`src/rtl/instr_fetch_latch.sv`:
```
// instr_fetch_latch: captures the OPR/OPA nibbles of each 8-cycle instruction
// cycle from the ROM nibble bus, fetches the second byte of two-word opcodes
// (JCN, JUN, JMS, ISZ, FIM) in the following instruction cycle, and then
// presents the complete instruction with a one-clock instrValid strobe.
// Optional feature macro: IFL_ICOUNT_EN adds a 16-bit wrapping instrCount
// output that counts delivered instructions.
module instr_fetch_latch #(
  parameter int M1_CYCLE = 3,
  parameter int M2_CYCLE = 4,
  parameter int X1_CYCLE = 5
) (
  input  logic        clk,
  input  logic        rstN,
  input  logic [2:0]  cycle,
  input  logic [3:0]  romNibble,
  output logic [3:0]  oprOut,
  output logic [3:0]  opaOut,
  output logic [7:0]  word2Out,
  output logic        twoWord,
  output logic        inWord2,
`ifdef IFL_ICOUNT_EN
  output logic [15:0] instrCount,
`endif
  output logic        instrValid
);

  localparam logic [2:0] M1_IDX = 3'(M1_CYCLE);
  localparam logic [2:0] M2_IDX = 3'(M2_CYCLE);
  localparam logic [2:0] X1_IDX = 3'(X1_CYCLE);

  typedef enum logic {FETCH1, FETCH2} state_t;

  state_t      stateReg, stateNext;
  logic [3:0]  oprReg, oprNext;
  logic [3:0]  opaReg, opaNext;
  logic [7:0]  word2Reg, word2Next;
  logic        twoWordReg, twoWordNext;
  logic        inWord2Reg, inWord2Next;
  logic        validReg, validNext;

  // Two-word opcodes: JCN, JUN, JMS, ISZ, and FIM (OPR 2 with even OPA).
  function automatic logic isTwoWord(input logic [3:0] opr, input logic [3:0] opa);
    return (opr == 4'h1) || (opr == 4'h4) || (opr == 4'h5) || (opr == 4'h7) ||
           ((opr == 4'h2) && !opa[0]);
  endfunction

  // State and latched instruction fields; reset discards any partial fetch.
  always_ff @(posedge clk or negedge rstN) begin
    if (!rstN) begin
      stateReg   <= FETCH1;
      oprReg     <= '0;
      opaReg     <= '0;
      word2Reg   <= '0;
      twoWordReg <= 1'b0;
      inWord2Reg <= 1'b0;
      validReg   <= 1'b0;
    end else begin
      stateReg   <= stateNext;
      oprReg     <= oprNext;
      opaReg     <= opaNext;
      word2Reg   <= word2Next;
      twoWordReg <= twoWordNext;
      inWord2Reg <= inWord2Next;
      validReg   <= validNext;
    end
  end

  // Next-state and field updates keyed on the sampled cycle phase; all other
  // phases (and phases that never arrive) simply hold the current values.
  always_comb begin
    stateNext   = stateReg;
    oprNext     = oprReg;
    opaNext     = opaReg;
    word2Next   = word2Reg;
    twoWordNext = twoWordReg;
    inWord2Next = inWord2Reg;
    validNext   = 1'b0;
    case (stateReg)
      FETCH1: begin
        if (cycle == M1_IDX) begin
          oprNext     = romNibble;
          word2Next   = '0;
          twoWordNext = 1'b0;
        end else if (cycle == M2_IDX) begin
          opaNext = romNibble;
        end else if (cycle == X1_IDX) begin
          if (isTwoWord(oprReg, opaReg)) begin
            twoWordNext = 1'b1;
            inWord2Next = 1'b1;
            stateNext   = FETCH2;
          end else begin
            validNext = 1'b1;
          end
        end
      end
      FETCH2: begin
        if (cycle == M1_IDX) begin
          word2Next[7:4] = romNibble;
        end else if (cycle == M2_IDX) begin
          word2Next[3:0] = romNibble;
        end else if (cycle == X1_IDX) begin
          validNext   = 1'b1;
          inWord2Next = 1'b0;
          stateNext   = FETCH1;
        end
      end
      default: stateNext = FETCH1;
    endcase
  end

`ifdef IFL_ICOUNT_EN
  logic [15:0] countReg;

  // Count delivered instructions; wraps naturally at 16 bits.
  always_ff @(posedge clk or negedge rstN) begin
    if (!rstN) begin
      countReg <= '0;
    end else if (validReg) begin
      countReg <= countReg + 16'd1;
    end
  end

  assign instrCount = countReg;
`endif

  assign oprOut     = oprReg;
  assign opaOut     = opaReg;
  assign word2Out   = word2Reg;
  assign twoWord    = twoWordReg;
  assign inWord2    = inWord2Reg;
  assign instrValid = validReg;

endmodule

```
`config.mk`:
```
export PLATFORM = sky130hd
export DESIGN_NAME = instr_fetch_latch
export DESIGN_NICKNAME = d
export VERILOG_FILES = /design/src/rtl/instr_fetch_latch.sv
export SDC_FILE = /design/constraint.sdc
export NUM_CORES = 1
export LEC_CHECK = 0
export ABC_AREA = 1
export CORE_ASPECT_RATIO = 0.9
export CORE_MARGIN = 2
export CORE_UTILIZATION = 47
export DETAILED_ROUTE_END_ITERATION = 8
export PLACE_DENSITY = 0.82
export SYNTH_ARGS = -nofsm -noshare
export SYNTH_HDL_FRONTEND = slang
export SYNTH_SLANG_ARGS = --single-unit
```
`constraint.sdc`:
```
create_clock -name clk -period 2.18 [get_ports clk]
set_input_delay 0.545 -clock clk [delete_from_list [all_inputs] [get_ports clk]]
set_output_delay 0.545 -clock clk [all_outputs]
set_load 0.005 [all_outputs]
```
# After elaboration in Yosys (flattened, before gate mapping)
# Cells that the tools add are included.
[totals]
register_bits = 20
ram_bits = 0
word_cells = 73
mem_bits_ro = 0
latchBits = 0
output_inout_bits = 19
n_memories = 0
inputBits = 9
[classes]
n_eq_ne = 19
n_shift = 0
reduce_logical = 14
n_lt_le_gt_ge = 0
n_div = 0
multipliers = 0
add_sub_neg = 0
bitwise_logic = 2
mux = 30
[ops]
columns = ["op", "n"]
rows = [
  ["two-way mux 1 bit", 22],
  ["!= test 2 bit, second input constant", 8],
  ["case mux 8 bit (2 select lines)", 1],
  ["== test 4 x 3 -> 1 bit, second input constant", 3],
  ["two-way mux 4 bit", 3],
  ["two-way mux 8 bit", 1],
  ["AND reduction 7 bit", 1],
  ["== test 3 bit, second input constant", 2],
  ["!= test 2 x 1 -> 1 bit, second input constant", 3],
  ["case mux 1 bit (2 select lines)", 3],
  ["AND reduction 3 bit", 2],
  ["== test 4 x 1 -> 1 bit, second input constant", 1],
  ["== test 4 x 2 -> 1 bit, second input constant", 1],
  ["logical OR 1 bit", 4],
  ["AND reduction 2 bit", 2],
  ["AND reduction 4 bit", 1],
  ["nonzero test 2 bit", 2],
  ["== test 3 x 2 -> 1 bit, second input constant", 1],
  ["NOT 1 bit", 2],
  ["logical AND 1 bit", 1],
  ["zero test 1 bit", 1],
]

# Depth between registers and ports, before layout
[depth]
ltp_word = 10
ltp_mapped = 7
depth_no_buf = 7

# Worst setup path before layout
# OpenSTA, ideal clock, no wires.
[synth_path]
path_kind = "input -> register"
from = "in cycle[1]"
to = "reg word2Reg[3], in the netlist word2Out[3]"
path_slack_ns = 1.022
arrival_time_ns = 1.037
n_path_buf = 0
setup_time_ns = 0.121
required_ns = 2.059
stages = 5
path_cell_list = "nand2_2 nor3_4 a21oi_2 nand2_1 o21ai_1"
[synth_via]
elab_chain_cells = 3
word_cells_on_any_way = 6
cone_classes = "eq/ne (5); reduce/logical (1)"
[synth_rtl]
columns = ["item", "line_no", "source"]
rows = [
  ["start: declaration", "14", "input logic [2:0] cycle,"],
  ["== test 3 bit / == test 3 x 2 -> 1 bit (equally long branches)", "99, 80, 97", ""],
  ["!= test 2 x 1 -> 1 bit (no source line) / != test 2 bit (equally long branches)", "n/a", ""],
  ["AND reduction 3 bit (no source line) (*)", "n/a", ""],
  ["end signal: assignment", "61", "word2Reg <= word2Next;"],
  ["end: declaration", "36", "logic [7:0] word2Reg, word2Next;"],
]
# Every way passes the cells marked *; elsewhere a longest branch is shown, timed or not.
# A chain may end at the register's enable or synchronous reset.

# Final worst setup path
[layout_path]
from = "reg oprReg[3], in the netlist oprOut[3]"
to = "out oprOut[3]"
[layout_rtl]
columns = ["item", "line_no", "source"]
rows = [
  ["start: declaration", "34", "logic [3:0] oprReg, oprNext;"],
  ["start signal: assignment", "59", "oprReg <= oprNext;"],
  ["end: declaration", "16", "output logic [3:0] oprOut,"],
]
# No word-level cell between the ends.

==> results.json <==
{
  "outcome": "completed",
  "cp_cell_sequence": "clkdlybuf4s50_1",
  "drc": 0,
  "endpoint_kind": "output port",
  "clockBufferDepth": 2,
  "core_um2": 1680,
  "switching_power_uw": 408,
  "fin_util_pct": 71.7,
  "cp_top_family": "buffers and inverters",
  "path_class": "reg -> out",
  "clockPowerShare_pct": 21.6,
  "period_share_pct": 79.7,
  "synth_nets": 102,
  "netlist_instances": 93,
  "worst_ep_required_time_ps": 1630,
  "synth_top_cell_area_share_pct": 58.8,
  "swShare_pct": 29.4,
  "cts_resized": 0,
  "crit_slowest_cell": "clkdlybuf4s50_1",
  "hold_path.class": "reg -> reg",
  "worst_slew_pin_slew_ps": 344,
  "grt_pass1_wl_um": 2930,
  "grt_pass1_vias": 635,
  "ys_types": 17,
  "p_int_uw": 980,
  "pwr-share-comb_pct": 36.0,
  "layout_setup_ws_ps": 442,
  "finClkSkew_ps": 4.85,
  "mostFrequentLayoutCells": "clkdlybuf4s50_1, nand2_1, dfrtp_1, o21ai_1, inv_1",
  "critPathMaxStageDelay_ps": 510,
  "final_cells": 148,
  "via_per_inst": 4.80,
  "crit_fanout": 3,
  "worstPathArrival_ps": 1190,
  "syn_avg_cell_area_um2": 9.15,
  "area_growth_pct": 41.8,
  "wl_um": 1810,
  "startpoint_type": "flop",
  "reg2reg_slack_ps": 950,
  "overflow": 0,
  "ant_nets": 0,
  "power_frac_seq_pct": 42.4,
  "path_clk_slew_ps": 120,
  "layout_min_cycle_time_ps": 1740,
  "cts-root-buf": "clkbuf_4",
  "dp_slack_ps": 259,
  "die_w_um": 48.9,
  "vias": 710,
  "ioPinCount": 28,
  "placementRows": 14,
  "ys_ff_latch": 20,
  "htree_levels": 1,
  "post_drt_wl_per_cell_um": 12.2,
  "power.leakage_uw": 0.000548,
  "drive_gt1_share_pct": 11.3,
  "portBuffers": 27,
  "clock_latency_ps": 290,
  "irDropWorstVdd_mv": 0.560,
  "powerDensity_nw_per_um2": 1150,
  "clock-sinks": 20,
  "drv_cap": 0,
  "dr.pass1.iters": 4,
  "nets": 134,
  "dp_cells": 144,
  "fin_tns_setup_ps": 0,
  "cts_buffers": 3,
  "die_h_um": 44.4,
  "fmax_mhz": 575,
  "netlist_area_um2": 851,
  "cts_tree": "done",
  "first_iter_violations": 14,
  "start_util_pct": 50.6,
  "synth_warnings": 0,
  "place_congestion": 0.788,
  "antenna_found_initial": 0,
  "synth-seq-area-share_pct": 58.8,
  "die_area_um2": 2170,
  "hold_viol": 0,
  "cp.buffers_inverters": 1,
  "n_antenna_cell": 0,
  "drv_slew": 0,
  "grt_usage_pct": 18.2,
  "slew_headroom_pct": 77.0,
  "dpl.hpwl_um": 1400,
  "final_common_cell": "clkdlybuf4s50_1",
  "yosysTopAreaCell": "dfrtp_1",
  "ctsHoldBuffers": 0,
  "synthTopCellsByArea": "dfrtp_1, nand2_1, o21ai_1",
  "post_cts_buffers": 0,
  "setup_viol": 0,
  "rsz0062_at_grt": "no",
  "worst_hold_slack_ps": 499,
  "grt_max_degree": 21
}
routing by layer:
metal,GRT usage (%),vias to the layer above,share of wire [%]
li1,-,360,-
met1,26.5,327,48
met4,6.29,0,0.55
met2,27.7,21,45
met5,0,-,0
met3,3.72,2,5.7
sequential cells by signal (all words and copies together) (netlist names):
name	cells
inWord2	1
instrValid	1
opaOut	4
oprOut	4
stateReg	1
twoWord	1
word2Out	8
metrics by stage:
step / total power [uW] / instance area (um^2)
floorplan: 785 / 851
global placement: 1080 / 1150
detailed placement: 1100 / 1150
CTS: 1400 / 1210
global route: 1480 / 1210
finish: 1390 / 1210
final timing paths:
check / endpoint / startpoint / cells past startpoint
max in group asynchronous: twoWord / rstN / 2
hold / removal: opaOut[3] / opaOut[3] / 2
setup / recovery: oprOut[3] / oprOut[3] / 1
min in group asynchronous: word2Out[5] / rstN / 2
setup reg to reg: word2Out[0] / stateReg / 4
hold reg to reg: opaOut[3] / opaOut[3] / 2
cell type report:
cell class / instances / area (um^2)
repair buffers: 28 / 278
flip-flops and latches: 20 / 500
clock inverters: 1 / 30.0
multi-input cells: 59 / 297
inverters: 13 / 48.8
clock buffers: 3 / 22.5
well taps: 24 / 30.0
fillers: 152 / 475
cell families after synthesis:
family / Yosys count / synth area share [%]
AO/OA/AOI/OAI: 19 / 11.6
buffers and inverters: 14 / 6.32
flip-flops: 20 / 58.8
AND/OR/NAND/NOR: 40 / 23.2
power by group through the flow:
stage               registers (uW)  clock network, uW  logic (uW)
finish                         588                299         500
global route                   606                326         548
CTS                            589                301         506
detailed placement             595                  0         504
global placement               590                  0         493
floorplan                      585                  0         200
cells in the mapped netlist, drive strengths merged:
cell type	count
nand2	24
nor4	1
nor2	8
dfrtp	20
nand3	3
inv	13
a21oi	6
nand4	1
buf	1
nor3	3
o21ai	13
Note: power is estimated with default switching activity, not from simulation.
==> RTL change: new RTL, same flow settings <==
The option `IFL_ICOUNT_EN` is turned on by a define.
--- a/src/rtl/instr_fetch_latch.sv
+++ b/src/rtl/instr_fetch_latch.sv
@@ -5,4 +5,6 @@
 // Optional feature macro: IFL_ICOUNT_EN adds a 16-bit wrapping instrCount
 // output that counts delivered instructions.
+`define IFL_ICOUNT_EN
+
 module instr_fetch_latch #(
   parameter int M1_CYCLE = 3,
Formal check against the unedited RTL (old outputs only; new: instrCount): equivalent (equiv_simple and equiv_induct, registers matched by name and starting in step).
==> RTL change against the unedited design <==
  * Routed wire length rose by 110%
  * Design area rose by 94%
  * Area after synthesis rose by 110%
  * Setup slack got worse by 100 ps
  * Combinational power rose by 36%
  * Register-to-register slack got worse by 220 ps
  * Sequential cell count rose by 16
  * Total power rose by 59%
==> RTL change: results (changes against the unedited design) <==
• **result of the run** finished clean
• **via count of the first global-routing pass** 1502, +140%
• **Port Buf Inserts** 43, +59%
• **share of cells above drive strength 1** 0.08240, -0.03051
• **largest fanout on the critical path** 6, +3
• **number of cells in the finished layout apart from fillers** 313, +110%
• **switching power total** 0.0006953 W, +70%
• **syn_nets** 227, +120%
• **sequential cell fraction of total power** 0.458, +0.034
• **met1 WL** 1671 um, +91%
• **master cell of the clock root buffer** sky130_fd_sc_hd__clkbuf_8
• **met3 WL post-DR** 235 um, +130%
• **Fin Clk Skew** 5.420 ps, +0.5715 ps
• **routed len/inst** 12.35 um, +0.91%
• **Num CTS Buffers** 5, +2
• **worst vdd rail ir drop** 0.0006086 V, +8.7%
• **detailed placement HPWL** 2878 um, +110%
• **portion of the post-synthesis area used by sequential elements** 0.5117, -0.07651
• **worst stage delay on the critical path** 540 ps, +30 ps
• **Worst slew margin** 0.7015, -0.06824
• **number of levels the H-tree was split into** 2, +1
• **Comb pwr share** 0.309, -0.051
• **Yosys cell types** 21, +4
• **top cells by area, synth** sky130_fd_sc_hd__dfrtp_1, sky130_fd_sc_hd__nand2_1, sky130_fd_sc_hd__inv_1
• **leakage** 1.053 nW, +92%
• **overall via count from detail_route** 1552, +120%
• **overall routing resource usage** 0.2090, +0.02718
• **Post-Place Setup Slack** 229.1 ps, -29.54 ps
• **Synth Area per Inst** 8.113 sq um, -11%
• **layout net count** 277, +110%
• **max reg flops** 16, +8
• **met2 layer wire length in the routed design** 1892 um, +130%
• **First DRT Iteration DRCs** 84, +70
• **largest net degree at the start of global routing** 37, +76%
• **RD Place Congestion** 0.8091, +2.7%
• **wire length of the first global-routing pass** 6451 um, +120%
## RTL change: changes by cell type after synthesis, sizes merged, moves of 6 or more
cell	before	now
nand2	24	68
nor2	8	29
dfrtp	20	36
inv	13	27
nand3	3	15
o21ai	13	20
xor2	0	6
## RTL change: metal layers
metal / GRT usage / up-vias
li1: - / 776
met1: 0.2390 / 721
met2: 0.3585 / 46
met3: 0.07207 / 9
met4: 0.08857 / 0
met5: 0 / -
## RTL change: worst paths after layout
kind,to,startpoint,slack (ps),cells past startpoint
worst max-delay path,instrCount[4],instrCount[4]$_DFFE_PN0P_,340,1
worst min-delay path,opaOut[3]$_DFFE_PN0P_,opaOut[3]$_DFFE_PN0P_,500,2
worst max register to register,instrCount[8]$_DFFE_PN0P_,instrCount[0]$_DFFE_PN0P_,730,6
worst min register to register,opaOut[3]$_DFFE_PN0P_,opaOut[3]$_DFFE_PN0P_,500,2
max in group asynchronous,oprOut[0]$_DFFE_PN0P_,rstN,1200,2
min in group asynchronous,instrCount[6]$_DFFE_PN0P_,rstN,660,2
## RTL change: stage by stage
stage / hold slack (ps) / power, W / instance area [sq um]
floorplan: 249.4 / 0.001263 / 1760
global placement: 474.6 / 0.001684 / 2247
detailed placement: 477.9 / 0.001704 / 2247
CTS: 498.4 / 0.002223 / 2344
global route: 513.2 / 0.002356 / 2344
finish: 500.4 / 0.002205 / 2344
## RTL change: logic make-up after synthesis
group	share of synthesized area
buffers and inverters	0.06681
AOI/OAI and AO/OA	0.07462
DFF	0.5117
adders and majority gates	0.007106
xor gates and xnor gates	0.03980
and+or+nand+nor	0.2999
## RTL change: area by class of cell
type | count | share of cell area
timing repair buffer | 45 | 0.1901
multi-input combinational | 152 | 0.3166
tap | 46 | 0.02456
inverter | 27 | 0.04325
clock buffer | 7 | 0.04111
sequential | 36 | 0.3844
